### src/rtl/multicycle_ctrl.sv
// Multicycle MIPS control FSM: sequences the shared ALU, unified memory port and
// register file through FETCH/DECODE/EXECUTE/MEMORY/WRITEBACK with a ready handshake.
module multicycle_ctrl #(
    parameter int INSTRET_W = 32
) (
    input  logic                 clk_i,
    input  logic                 rst_i,
    input  logic [5:0]           instr_op_i,
    input  logic                 zero_i,
    input  logic                 mem_ready_i,
    output logic                 mem_req_o,
    output logic                 mem_we_o,
    output logic                 iord_o,
    output logic                 ir_write_o,
    output logic                 pc_write_o,
    output logic [1:0]           pc_src_o,
    output logic                 alu_src_a_o,
    output logic [1:0]           alu_src_b_o,
    output logic [3:0]           alu_op_o,
    output logic                 reg_write_o,
    output logic [1:0]           reg_dst_o,
    output logic [1:0]           mem_to_reg_o,
    output logic                 illegal_o,
    output logic [3:0]           state_o,
    output logic [INSTRET_W-1:0] instret_o
);

    typedef enum logic [3:0] {
        S_FETCH    = 4'd0,
        S_DECODE   = 4'd1,
        S_MEM_ADDR = 4'd2,
        S_MEM_RD   = 4'd3,
        S_MEM_WB   = 4'd4,
        S_MEM_WR   = 4'd5,
        S_EXEC     = 4'd6,
        S_ALU_WB   = 4'd7,
        S_BRANCH   = 4'd8,
        S_JUMP     = 4'd9
    } state_e;

    typedef enum logic [3:0] {
        ALU_R_TYPE = 4'd0,
        ALU_ADDI   = 4'd1,
        ALU_SLTIU  = 4'd2,
        ALU_BEQ    = 4'd3,
        ALU_LUI    = 4'd4,
        ALU_ORI    = 4'd5,
        ALU_BNE    = 4'd6
    } alu_op_e;

    localparam logic [5:0] OP_RTYPE = 6'b000000;
    localparam logic [5:0] OP_J     = 6'b000010;
    localparam logic [5:0] OP_JAL   = 6'b000011;
    localparam logic [5:0] OP_BEQ   = 6'b000100;
    localparam logic [5:0] OP_BNE   = 6'b000101;
    localparam logic [5:0] OP_ADDI  = 6'b001000;
    localparam logic [5:0] OP_SLTIU = 6'b001011;
    localparam logic [5:0] OP_ORI   = 6'b001101;
    localparam logic [5:0] OP_LUI   = 6'b001111;
    localparam logic [5:0] OP_LW    = 6'b100011;
    localparam logic [5:0] OP_SW    = 6'b101011;

    state_e                 state_q, state_d;
    logic [INSTRET_W-1:0]   instret_q, instret_d;
    logic                   retire;

    // ALU operation used in EXEC for the register/immediate arithmetic group.
    function automatic alu_op_e exec_alu_op(input logic [5:0] op);
        case (op)
            OP_ADDI:  return ALU_ADDI;
            OP_SLTIU: return ALU_SLTIU;
            OP_LUI:   return ALU_LUI;
            OP_ORI:   return ALU_ORI;
            default:  return ALU_R_TYPE;
        endcase
    endfunction

    // NOTE: sequential state uses non-blocking assignments so every register
    // samples pre-edge values regardless of process ordering.
    always_ff @(posedge clk_i) begin
        if (rst_i) begin
            state_q   <= S_FETCH;
            instret_q <= '0;
        end else begin
            state_q   <= state_d;
            instret_q <= instret_d;
        end
    end

    always_comb begin
        state_d = state_q;
        case (state_q)
            S_FETCH:  if (mem_ready_i) state_d = S_DECODE;
            S_DECODE: begin
                case (instr_op_i)
                    OP_RTYPE, OP_ADDI, OP_SLTIU, OP_LUI, OP_ORI: state_d = S_EXEC;
                    OP_LW, OP_SW:                                state_d = S_MEM_ADDR;
                    OP_BEQ, OP_BNE:                              state_d = S_BRANCH;
                    OP_J, OP_JAL:                                state_d = S_JUMP;
                    default:                                     state_d = S_FETCH;
                endcase
            end
            S_MEM_ADDR: state_d = (instr_op_i == OP_LW) ? S_MEM_RD : S_MEM_WR;
            S_MEM_RD:   if (mem_ready_i) state_d = S_MEM_WB;
            S_MEM_WR:   if (mem_ready_i) state_d = S_FETCH;
            S_EXEC:     state_d = S_ALU_WB;
            S_ALU_WB, S_MEM_WB, S_BRANCH, S_JUMP: state_d = S_FETCH;
            default:    state_d = S_FETCH;
        endcase
    end

    // Retirement happens on the final cycle of each legal instruction only.
    always_comb begin
        retire = 1'b0;
        case (state_q)
            S_ALU_WB, S_MEM_WB, S_BRANCH, S_JUMP: retire = 1'b1;
            S_MEM_WR:                             retire = mem_ready_i;
            default:                              retire = 1'b0;
        endcase
        instret_d = instret_q + (retire ? INSTRET_W'(1) : INSTRET_W'(0));
    end

    // NOTE: every output gets a default before the case so no latch is inferred.
    always_comb begin
        mem_req_o    = 1'b0;
        mem_we_o     = 1'b0;
        iord_o       = 1'b0;
        ir_write_o   = 1'b0;
        pc_write_o   = 1'b0;
        pc_src_o     = 2'd0;
        alu_src_a_o  = 1'b0;
        alu_src_b_o  = 2'd0;
        alu_op_o     = ALU_R_TYPE;
        reg_write_o  = 1'b0;
        reg_dst_o    = 2'd0;
        mem_to_reg_o = 2'd0;
        illegal_o    = 1'b0;
        state_o      = 4'd0;
        instret_o    = '0;
        // Reset masks everything, so a request pending in a wait state drops at once.
        if (!rst_i) begin
            state_o   = state_q;
            instret_o = instret_q;
            case (state_q)
                S_FETCH: begin
                    mem_req_o   = 1'b1;
                    alu_src_b_o = 2'd1;
                    alu_op_o    = ALU_ADDI;
                    ir_write_o  = mem_ready_i;
                    pc_write_o  = mem_ready_i;
                end
                S_DECODE: begin
                    alu_src_b_o = 2'd3;
                    alu_op_o    = ALU_ADDI;
                    illegal_o   = (state_d == S_FETCH);
                end
                S_EXEC: begin
                    alu_src_a_o = 1'b1;
                    alu_src_b_o = (instr_op_i == OP_RTYPE) ? 2'd0 : 2'd2;
                    alu_op_o    = exec_alu_op(instr_op_i);
                end
                S_ALU_WB: begin
                    reg_write_o = 1'b1;
                    reg_dst_o   = (instr_op_i == OP_RTYPE) ? 2'd1 : 2'd0;
                end
                S_MEM_ADDR: begin
                    alu_src_a_o = 1'b1;
                    alu_src_b_o = 2'd2;
                    alu_op_o    = ALU_ADDI;
                end
                S_MEM_RD: begin
                    mem_req_o = 1'b1;
                    iord_o    = 1'b1;
                end
                S_MEM_WB: begin
                    reg_write_o  = 1'b1;
                    mem_to_reg_o = 2'd1;
                end
                S_MEM_WR: begin
                    mem_req_o = 1'b1;
                    mem_we_o  = 1'b1;
                    iord_o    = 1'b1;
                end
                S_BRANCH: begin
                    alu_src_a_o = 1'b1;
                    pc_src_o    = 2'd1;
                    if (instr_op_i == OP_BNE) begin
                        alu_op_o   = ALU_BNE;
                        pc_write_o = !zero_i;
                    end else begin
                        alu_op_o   = ALU_BEQ;
                        pc_write_o = zero_i;
                    end
                end
                S_JUMP: begin
                    pc_write_o = 1'b1;
                    pc_src_o   = 2'd2;
                    if (instr_op_i == OP_JAL) begin
                        reg_write_o  = 1'b1;
                        reg_dst_o    = 2'd2;
                        mem_to_reg_o = 2'd2;
                    end
                end
                default: ;
            endcase
        end
    end

endmodule

### config.mk
export PLATFORM = sky130hd
export DESIGN_NAME = multicycle_ctrl
export DESIGN_NICKNAME = d
export VERILOG_FILES = /design/src/rtl/multicycle_ctrl.sv
export SDC_FILE = /design/constraint.sdc
export NUM_CORES = 1
export LEC_CHECK = 0
export CAP_MARGIN = 10
export CELL_PAD_IN_SITES_DETAIL_PLACEMENT = 1
export CELL_PAD_IN_SITES_GLOBAL_PLACEMENT = 2
export CORE_MARGIN = 5
export CORE_UTILIZATION = 29
export CTS_BUF_LIST = sky130_fd_sc_hd__clkbuf_16
export CTS_CLUSTER_SIZE = 14
export DETAILED_ROUTE_END_ITERATION = 10
export GPL_TIMING_DRIVEN = 0
export PLACE_DENSITY_LB_ADDON = 0.1
export SYNTH_ARGS = -nofsm -noshare
export SYNTH_HDL_FRONTEND = slang
export SYNTH_SLANG_ARGS = --single-unit
### constraint.sdc
create_clock -name clk_i -period 5.61 [get_ports clk_i]
set_input_delay 1.4025 -clock clk_i [delete_from_list [all_inputs] [get_ports clk_i]]
set_output_delay 1.4025 -clock clk_i [all_outputs]
set_load 0.1 [all_outputs]
**After elaboration in Yosys (flattened, before gate mapping)**

Cells that the tools add are included.

- Flip-flop bits (word level): 36
- Latch bits: 0
- RAM bits: 0
- ROM bits: 0
- Output and inout bits: 56
- Word-level logic and storage cells: 79
- Memories kept: 0

- Add/sub/neg operators: 1
- Multiply operators: 0
- Divide/modulo/power cells: 0
- $lt $le $gt $ge: 0
- Eq/ne operators: 19
- Shift-type cells: 0
- Multiplexer cells: 43
- Bitwise operators: 0
- Reductions and logical operators: 14

Operators by type and width:

| operator | count |
|---|---|
| adder 32 x 1 -> 32 bit | 1 |
| two-way mux 32 bit | 1 |
| equality test 6 x 4 -> 1 bit, second input constant | 4 |
| case mux 4 bit (6 select lines) | 1 |
| two-way mux 1 bit | 18 |
| equality test 4 x 3 -> 1 bit, second input constant | 4 |
| two-way mux 4 bit | 4 |
| case mux 4 bit (4 select lines) | 1 |
| equality test 6 x 2 -> 1 bit, second input constant | 2 |
| equality test 6 x 3 -> 1 bit, second input constant | 2 |
| equality test 6 bit, second input constant | 2 |
| two-way mux 2 bit | 6 |
| case mux 2 bit (2 select lines) | 3 |
| case mux 3 bit (4 select lines) | 1 |
| OR reduction 2 bit | 5 |
| two-way mux 3 bit | 3 |
| case mux 3 bit (3 select lines) | 1 |
| OR reduction 3 bit | 3 |
| equality test 4 x 2 -> 1 bit, second input constant | 2 |
| equality test 4 bit, second input constant | 2 |
| logical NOT 4 bit | 2 |
| case mux 2 bit (4 select lines) | 1 |
| logical NOT 6 bit | 1 |
| OR reduction 5 bit | 1 |
| other kinds (5) | 6 |

**Longest topological paths before layout**

Gate-level depths: netlist of run 1.

- Depth in word-level cells: 7
- Depth in mapped cells: 12
- Depth with buffers taken out: 9

**Worst setup path after synthesis of run 1**

OpenSTA, ideal clock, no wires.

- Kind: input port to output port
- From: input rst_i
- To: output mem_req_o
- Data arrival time: 6439 ps
- Path slack: -2232 ps
- Stages on the path: 3
- Path buffers: 2
- Cell sequence: clkbuf_1 -> clkbuf_1 -> a2111oi_0

- Cells in the longest elaborated chain, start to end: 1

RTL lines:

| item | line | RTL |
|---|---|---|
| start, declared | 7 | `input logic rst_i,` |
| two-way mux 1 bit | 141 | `if (!rst_i) begin` |
| end, declared | 11 | `output logic mem_req_o,` |

Every way passes these cells.

**Worst setup path in the final report of run 1**

- From: input instr_op_i[2]
- To: output alu_op_o[0]

- Cells in the longest elaborated chain, start to end: 4
- Elaborated cells between the ends (all ways): 9

RTL lines:

| item | line | RTL |
|---|---|---|
| start, declared | 8 | `input logic [5:0] instr_op_i,` |
| equality test 6 x 4 -> 1 bit or equality test 6 x 3 -> 1 bit (tied branches) | 69, 187 |  |
| case mux 3 bit (4 select lines) or two-way mux 3 bit (tied branches) | 69, 187 |  |
| case mux 3 bit (3 select lines) (*) | 144 | `case (state_q)` |
| two-way mux 3 bit (*) | 141 |  |
| end, declared | 19 | `output logic [3:0] alu_op_o,` |

Mark *: on every way between the ends. The rest lies on a longest branch, timed or not.

==> results of run 1 <==
## registers in the layout, summed over array words and instances, names as in the netlist
signal and cells:
state_q 4, instret_q 32
## metrics by stage
stage / total power [mW] / setup TNS (ns)
floorplan: 0.3272 / -0.5238
global placement: 0.3551 / -0.5269
detailed placement: 0.3553 / -0.3830
CTS: 0.6296 / 0
global route: 0.6513 / 0
finish: 0.6203 / 0
## cell families after synthesis
family	count (synthesis)	share of synthesized area (%)
flip-flops	36	30.06
multiplexers	14	6.524
AO/OA/AOI/OAI	42	11.07
adder cells (fa/ha/maj)	2	1.044
other	1	0.1564
buffers and inverters	32	5.793
XOR/XNOR	13	4.750
AND/OR/NAND/NOR	178	40.61
## cell usage after synthesis (4+ instances only)
cell type,n
nand3_1,12
clkbuf_1,14
mux2_2,13
nand2b_1,8
xor2_1,10
or3_1,4
nor2_1,42
nor2b_1,33
nor3_1,21
dfxtp_1,36
nor4_1,8
nand2_1,18
inv_1,9
nand4_1,10
and4_1,6
a21oi_1,15
o21ai_0,10
## power groups by stage
stage	Sequential [mW]	Clock (mW)	Combinational, mW
2_1_floorplan	0.263	0	0.0645
3_3_place_gp	0.263	0	0.0922
3_5_place_dp	0.263	0	0.0925
4_1_cts	0.257	0.280	0.0920
5_1_grt	0.257	0.296	0.0978
6_report	0.257	0.272	0.0914
## per-layer routing
layer / global-route usage, % / up-vias / wire, um
li1: - / 1254 / -
met1: 21.05 / 1201 / 3740
met2: 26.78 / 50 / 3708
met3: 3.806 / 4 / 350
met4: 2.761 / 0 / 45
met5: 0 / - / 0
## worst register-to-register path, cell delays in order (launching register included)
cell      delay [ns]
dfxtp_1         0.36
clkbuf_1        0.47
clkbuf_1        0.46
o21ai_0         0.16
o21ai_0         0.11
nand3_1         0.09
o21ai_0         0.10
ha_1            0.20
and2_1          0.13
clkbuf_1        0.31
nand4_1         0.33
nor4_1          0.33
mux2_2          0.37
## final cells by class
| class | instances | area share (%) |
|---|---|---|
| Clock inverter | 3 | 0.4508 |
| Inverter | 9 | 1.014 |
| Timing Repair Buffer | 62 | 18.56 |
| Tap cell | 105 | 3.944 |
| Sequential cell | 36 | 21.64 |
| Multi-Input combinational cell | 250 | 47.48 |
| Clock buffer | 5 | 3.757 |
| Buffer | 23 | 3.156 |
## repair_timing
action,4_1_cts,5_1_grt
gates resized for setup,4,2
gates cloned,0,0
buffers inserted,0,0
endpoints found under the setup margin,4,6
## path summary, 6_finish.rpt
check / from / endpoint / slack (ns) / cells after the start
max: instr_op_i[2] / alu_op_o[0] / 0.21 / 6
min: instret_q[13] / instret_q[13] / 0.50 / 2
max reg2reg: state_q[0] / instret_q[31] / 2.08 / 12
min reg2reg: instret_q[13] / instret_q[13] / 0.50 / 2
==> reports/metrics.yaml, run 1 <==
floorplanning:
  row_count: 33
  die_h_um: 100.9
  io_pins: 66
  start_util_pct: 29.47
  floorplan.die_area_um2: 10180
  die_x_um: 100.9
  core_um2: 8134
setup_path:
  end_kind: "primary output"
  startpoint_type: "input pin"
  path_buf_inv: 2
  crit_chain: "clkdlybuf4s50_1 -> nor3_1 -> nand4_1 -> a221o_1 -> a21oi_1 -> dlygate4sd2_1"
  critPathMaxFanout: 7
  critPathArrivalTime_ns: 4.00
  cpMaxStageDelayCell: "dlygate4sd2_1"
  critPathKind: "in2out"
  crit_required_ns: 4.21
  cpPeakStageDelay_ns: 0.87
  crit_family: "buffers and inverters"
sta:
  min_period_over_period_pct: 96.21
  clock.fmax_mhz: 185.3
  report.final.slew_viol_count: 0
  maxSlewHeadroom_pct: 34.44
  hold_slack_ns: 0.5039
  worstMarginPinSlew_ns: 0.9804
  setup_violations: 0
  min_period_ns: 5.398
  setup_ws_ns: 0.2124
  rsz0062_at_grt: "no"
  fin_skew_ns: 0.006472
  hold_viol_final: 0
synthesis:
  synth_top_area_cell: "dfxtp_1"
  ys_ff_latch: 36
  yosysSeqAreaShare_pct: 30.06
  syn_area_per_cell_um2: 7.539
  ys_types: 49
  mappedNetlistNets: 330
  synth_area_leaders: "dfxtp_1 (30%), nor2b_1 (8.6%), nor2_1 (6.6%)"
  synth_warnings: 0
  ys.flop_type: "dfxtp_1"
  synth_top_area_share_pct: 30.06
  synthCells: 318
  synth-edff-count: 0
  ys_async_sr_fraction_pct: 0
  synth_area_um2: 2397
layout:
  area_growth_pct: 38.94
  seq_area_um2: 720.7
  final_common_cell: "clkdlybuf4s50_1"
  diodes: 0
  fin_area_um2: 3331
  nFillCells: 1002
  layout_common_cells: "clkdlybuf4s50_1 (57), nor2_1 (42), dfxtp_1 (36)"
  final_cells: 493
  fin_util_pct: 40.95
  final_layout_size_suffix_gt1_share_pct: 9.794
  multiInputGateArea_um2: 1582
  final_nets: 399
flow_run:
  drv_cap: 0
grt:
  grt_use_total_pct: 15.96
  grt_max_degree: 12
  antenna_found_initial: 0
  grt_pass1_vias: 2534
  grt_overflow: 0
  grt_pass1_wl_um: 13010
placement:
  pre_cts_ws_ns: -0.2182
  dp_hpwl_um: 5977
  io_buffers: 62
  place_congestion: 0.8324
  place_area_um2: 3188
  dp_cells: 485
power:
  p_int_mw: 0.4412
  switching_share_pct: 28.88
  pwr-share-clk_pct: 43.8
  pwr-share-comb_pct: 14.7
  pwr_density_cell_nw_per_um2: 186.2
  leakagePower_nw: 1.176
  seq_power_share_pct: 41.5
  irDropWorstVdd_mv: 0.09872
  p_sw_mw: 0.1792
detailed_routing:
  drt-total-wl_um: 7845
  drc: 0
  drt_iter0_drc: 59
  final_antenna_net_count: 0
  dr_total_vias: 2509
  vias_per_cell: 5.089
  wl_per_cell_um: 15.91
  first_pass_iters: 4
clock_tree:
  cts-root-buf: "clkbuf_16"
  cts_tree: "built"
  clkSinkCount: 36
  cts_buffers: 5
  path_clk_slew_ns: 0.06
  clk_latency_ns: 0.28
  cts.path.max_buffers: 2
  h-tree-depth: 2
  cts_hold_buf: 0
min_path:
  min_path_type: "reg2reg"
status:
  status: "finished, final reports clean"
(Power assumes the default switching activity.)
==> inputs of run 2 (changes only) <==
REMOVE_ABC_BUFFERS = 1   (was not set)
==> reports/metrics.yaml, run 2 (synthesized netlist as in run 1, its figures left out) <==
sta:
  min_period_over_period_pct: 95.81  # -0.41 points
  fin_skew_ns: 0.003436  # -0.003036 ns
  maxSlewHeadroom_pct: 32.94  # -1.5 points
  min_period_ns: 5.375  # -0.02282 ns
  rsz0062_at_grt: "no"
  clock.fmax_mhz: 186.1  # +0.42%
  fin_setup_tns_ns: 0  # unchanged
  report.final.slew_viol_count: 0  # unchanged
  setup_ws_ns: 0.2352  # +0.02282 ns
  hold_viol_final: 0  # unchanged
  setup_violations: 0  # unchanged
  worstMarginPinSlew_ns: 1.003  # +0.02237 ns
setup_path:
  critPathKind: "in2out"
  crit_chain: "clkdlybuf4s50_1 -> nor4bb_1 -> and4_1 -> nand2_1 -> a21oi_1 -> clkdlybuf4s50_1"
  reg2reg_slack_ns: 2.64  # +0.56 ns
  critPathArrivalTime_ns: 3.97  # -0.03 ns
  cp_common_cell: "clkdlybuf4s50_1"
  end_kind: "primary output"
  rr_worst_depth: 9  # -3
  rr_startpoint: "state_q[1]"
  crit_required_ns: 4.21  # about the same
  startpoint_type: "input pin"
  cpPeakStageDelay_ns: 1.15  # +0.28 ns
  critPathMaxFanout: 10  # +3
  r2r-end: "instret_q[30]"
  cpMaxStageDelayCell: "clkdlybuf4s50_1"
grt:
  grt_pass1_vias: 2360  # -6.9%
  grt_use_total_pct: 13.98  # -2.0 points
  grt_overflow: 0  # unchanged
  grt_pass1_wl_um: 11700  # -10%
  antenna_found_initial: 0  # unchanged
  grt_max_degree: 52  # +40
layout:
  diodes: 0  # unchanged
  final_nets: 379  # -5.0%
  top_register: "instret_q"
  largest_register_ff_count: 32  # unchanged
  layout_common_cells: "clkdlybuf4s50_1 (58), nor2_1 (42), dfxtp_1 (36)"
  final_layout_size_suffix_gt1_share_pct: 8.152  # -1.6 points
  top_regs: "instret_q: 32 flops, state_q: 4 flops"
  final_common_cell: "clkdlybuf4s50_1"
  fin_area_um2: 3223  # -3.2%
  area_growth_pct: 34.45
clock_tree:
  clk_latency_ns: 0.28  # about the same
  path_clk_slew_ns: 0.06  # about the same
  cts-root-buf: "clkbuf_16"
  cts_setup_buffers: 0  # unchanged
  clkSinkCount: 36  # unchanged
  h-tree-depth: 2  # unchanged
  cts_buffers: 5  # unchanged
  cts_tree: "built"
  cts.path.max_buffers: 2  # unchanged
detailed_routing:
  dr_total_vias: 2362  # -5.9%
  drt-total-wl_um: 7051  # -10%
  vias_per_cell: 4.994  # -1.9%
  wl_per_cell_um: 14.91  # -6.3%
  final_antenna_net_count: 0  # unchanged
  drt_iter0_drc: 52  # -12%
  drc: 0  # unchanged
  first_pass_iters: 4  # unchanged
floorplanning:
  row_count: 33  # unchanged
  floorplan.die_area_um2: 10180  # unchanged
  die_h_um: 100.9  # unchanged
  core_um2: 8134  # unchanged
  start_util_pct: 29.47  # unchanged
  die_x_um: 100.9  # unchanged
  io_pins: 66  # unchanged
power:
  leakagePower_nw: 1.161  # -1.3%
  irDropWorstVdd_mv: 0.1155  # +17%
  pwr_density_cell_nw_per_um2: 190.8  # +2.5%
  power_mw: 0.6150  # -0.86%
min_path:
  worstHoldStart: "instret_q[15]"
  holdPathEnd: "instret_q[15]"
  whs_path_depth: 2  # unchanged
  min_path_type: "reg2reg"
placement:
  io_buffers: 64  # +3.2%
  place_area_um2: 3079  # -3.4%
  pre_cts_ws_ns: -0.2421  # -0.02387 ns
  place_congestion: 0.7777  # -6.6%
  dp_hpwl_um: 5116  # -14%
flow_run:
  drv_cap: 0  # unchanged
status:
  status: "finished, final reports clean"
[run 2: report_power, final]
| part | internal, mW | switching (mW) |
|---|---|---|
| clock | 0.162 | 0.111 |
| combinational | 0.0219 | 0.0595 |
| sequential | 0.257 | 0.00418 |
[run 2: how the worst max path moves through the flow]
stage                   from      endpoint  slack [ns]
3_3_place_gp           rst_i    pc_write_o       -1.51
5_1_grt        instr_op_i[0]   alu_op_o[2]        0.08
6_report       instr_op_i[0]   alu_op_o[2]        0.24
3_5_place_dp   instr_op_i[0]   alu_op_o[0]       -0.24
4_1_cts        instr_op_i[3]  reg_dst_o[0]        0.02
2_1_floorplan          rst_i     mem_req_o       -1.81
[run 2: area by class of cell]
| cell class | instances | area (um^2) |
|---|---|---|
| clock buffer | 5 | 125.1 |
| clock inverter | 3 | 16.27 |
| fill | 1006 | 4911 |
| inverter | 9 | 33.78 |
| multi-input combinational | 250 | 1543 |
| sequential | 36 | 720.7 |
| tap | 105 | 131.4 |
| timing repair buffer | 65 | 653.1 |
[run 2: worst max-delay path, delay by kind of cell]
kind	cells	cell delay (ns)
AO/OA/AOI/OAI	1	0.16
AND/OR/NAND/NOR	3	0.58
buffers and inverters	2	1.82
[run 2: per-stage QoR]
stage          hold slack, ns  instances  utilization, %
6_report               0.5000        473           39.62
2_1_floorplan          0.4496        295               -
5_1_grt                0.5565        473           39.62
3_3_place_gp           0.4753        464           37.67
3_5_place_dp           0.4951        465           37.86
4_1_cts                0.5051        473           39.55
[run 2: metal layers]
metal  vias up  share of wire [%]  track usage, %
met2        41                 46           22.53
met5         -                  0               0
met4         0               0.84           3.374
li1       1211                  -               -
met1      1105                 49           18.98
met3         5                4.1           3.045
[run 2: what timing repair did]
action | CTS | global route
endpoints found under the setup margin | 3 | 8
hold buffers | 0 | 0
gates cloned | 0 | 0
gates resized for setup | 3 | 5
endpoints found under the hold margin | 0 | 0
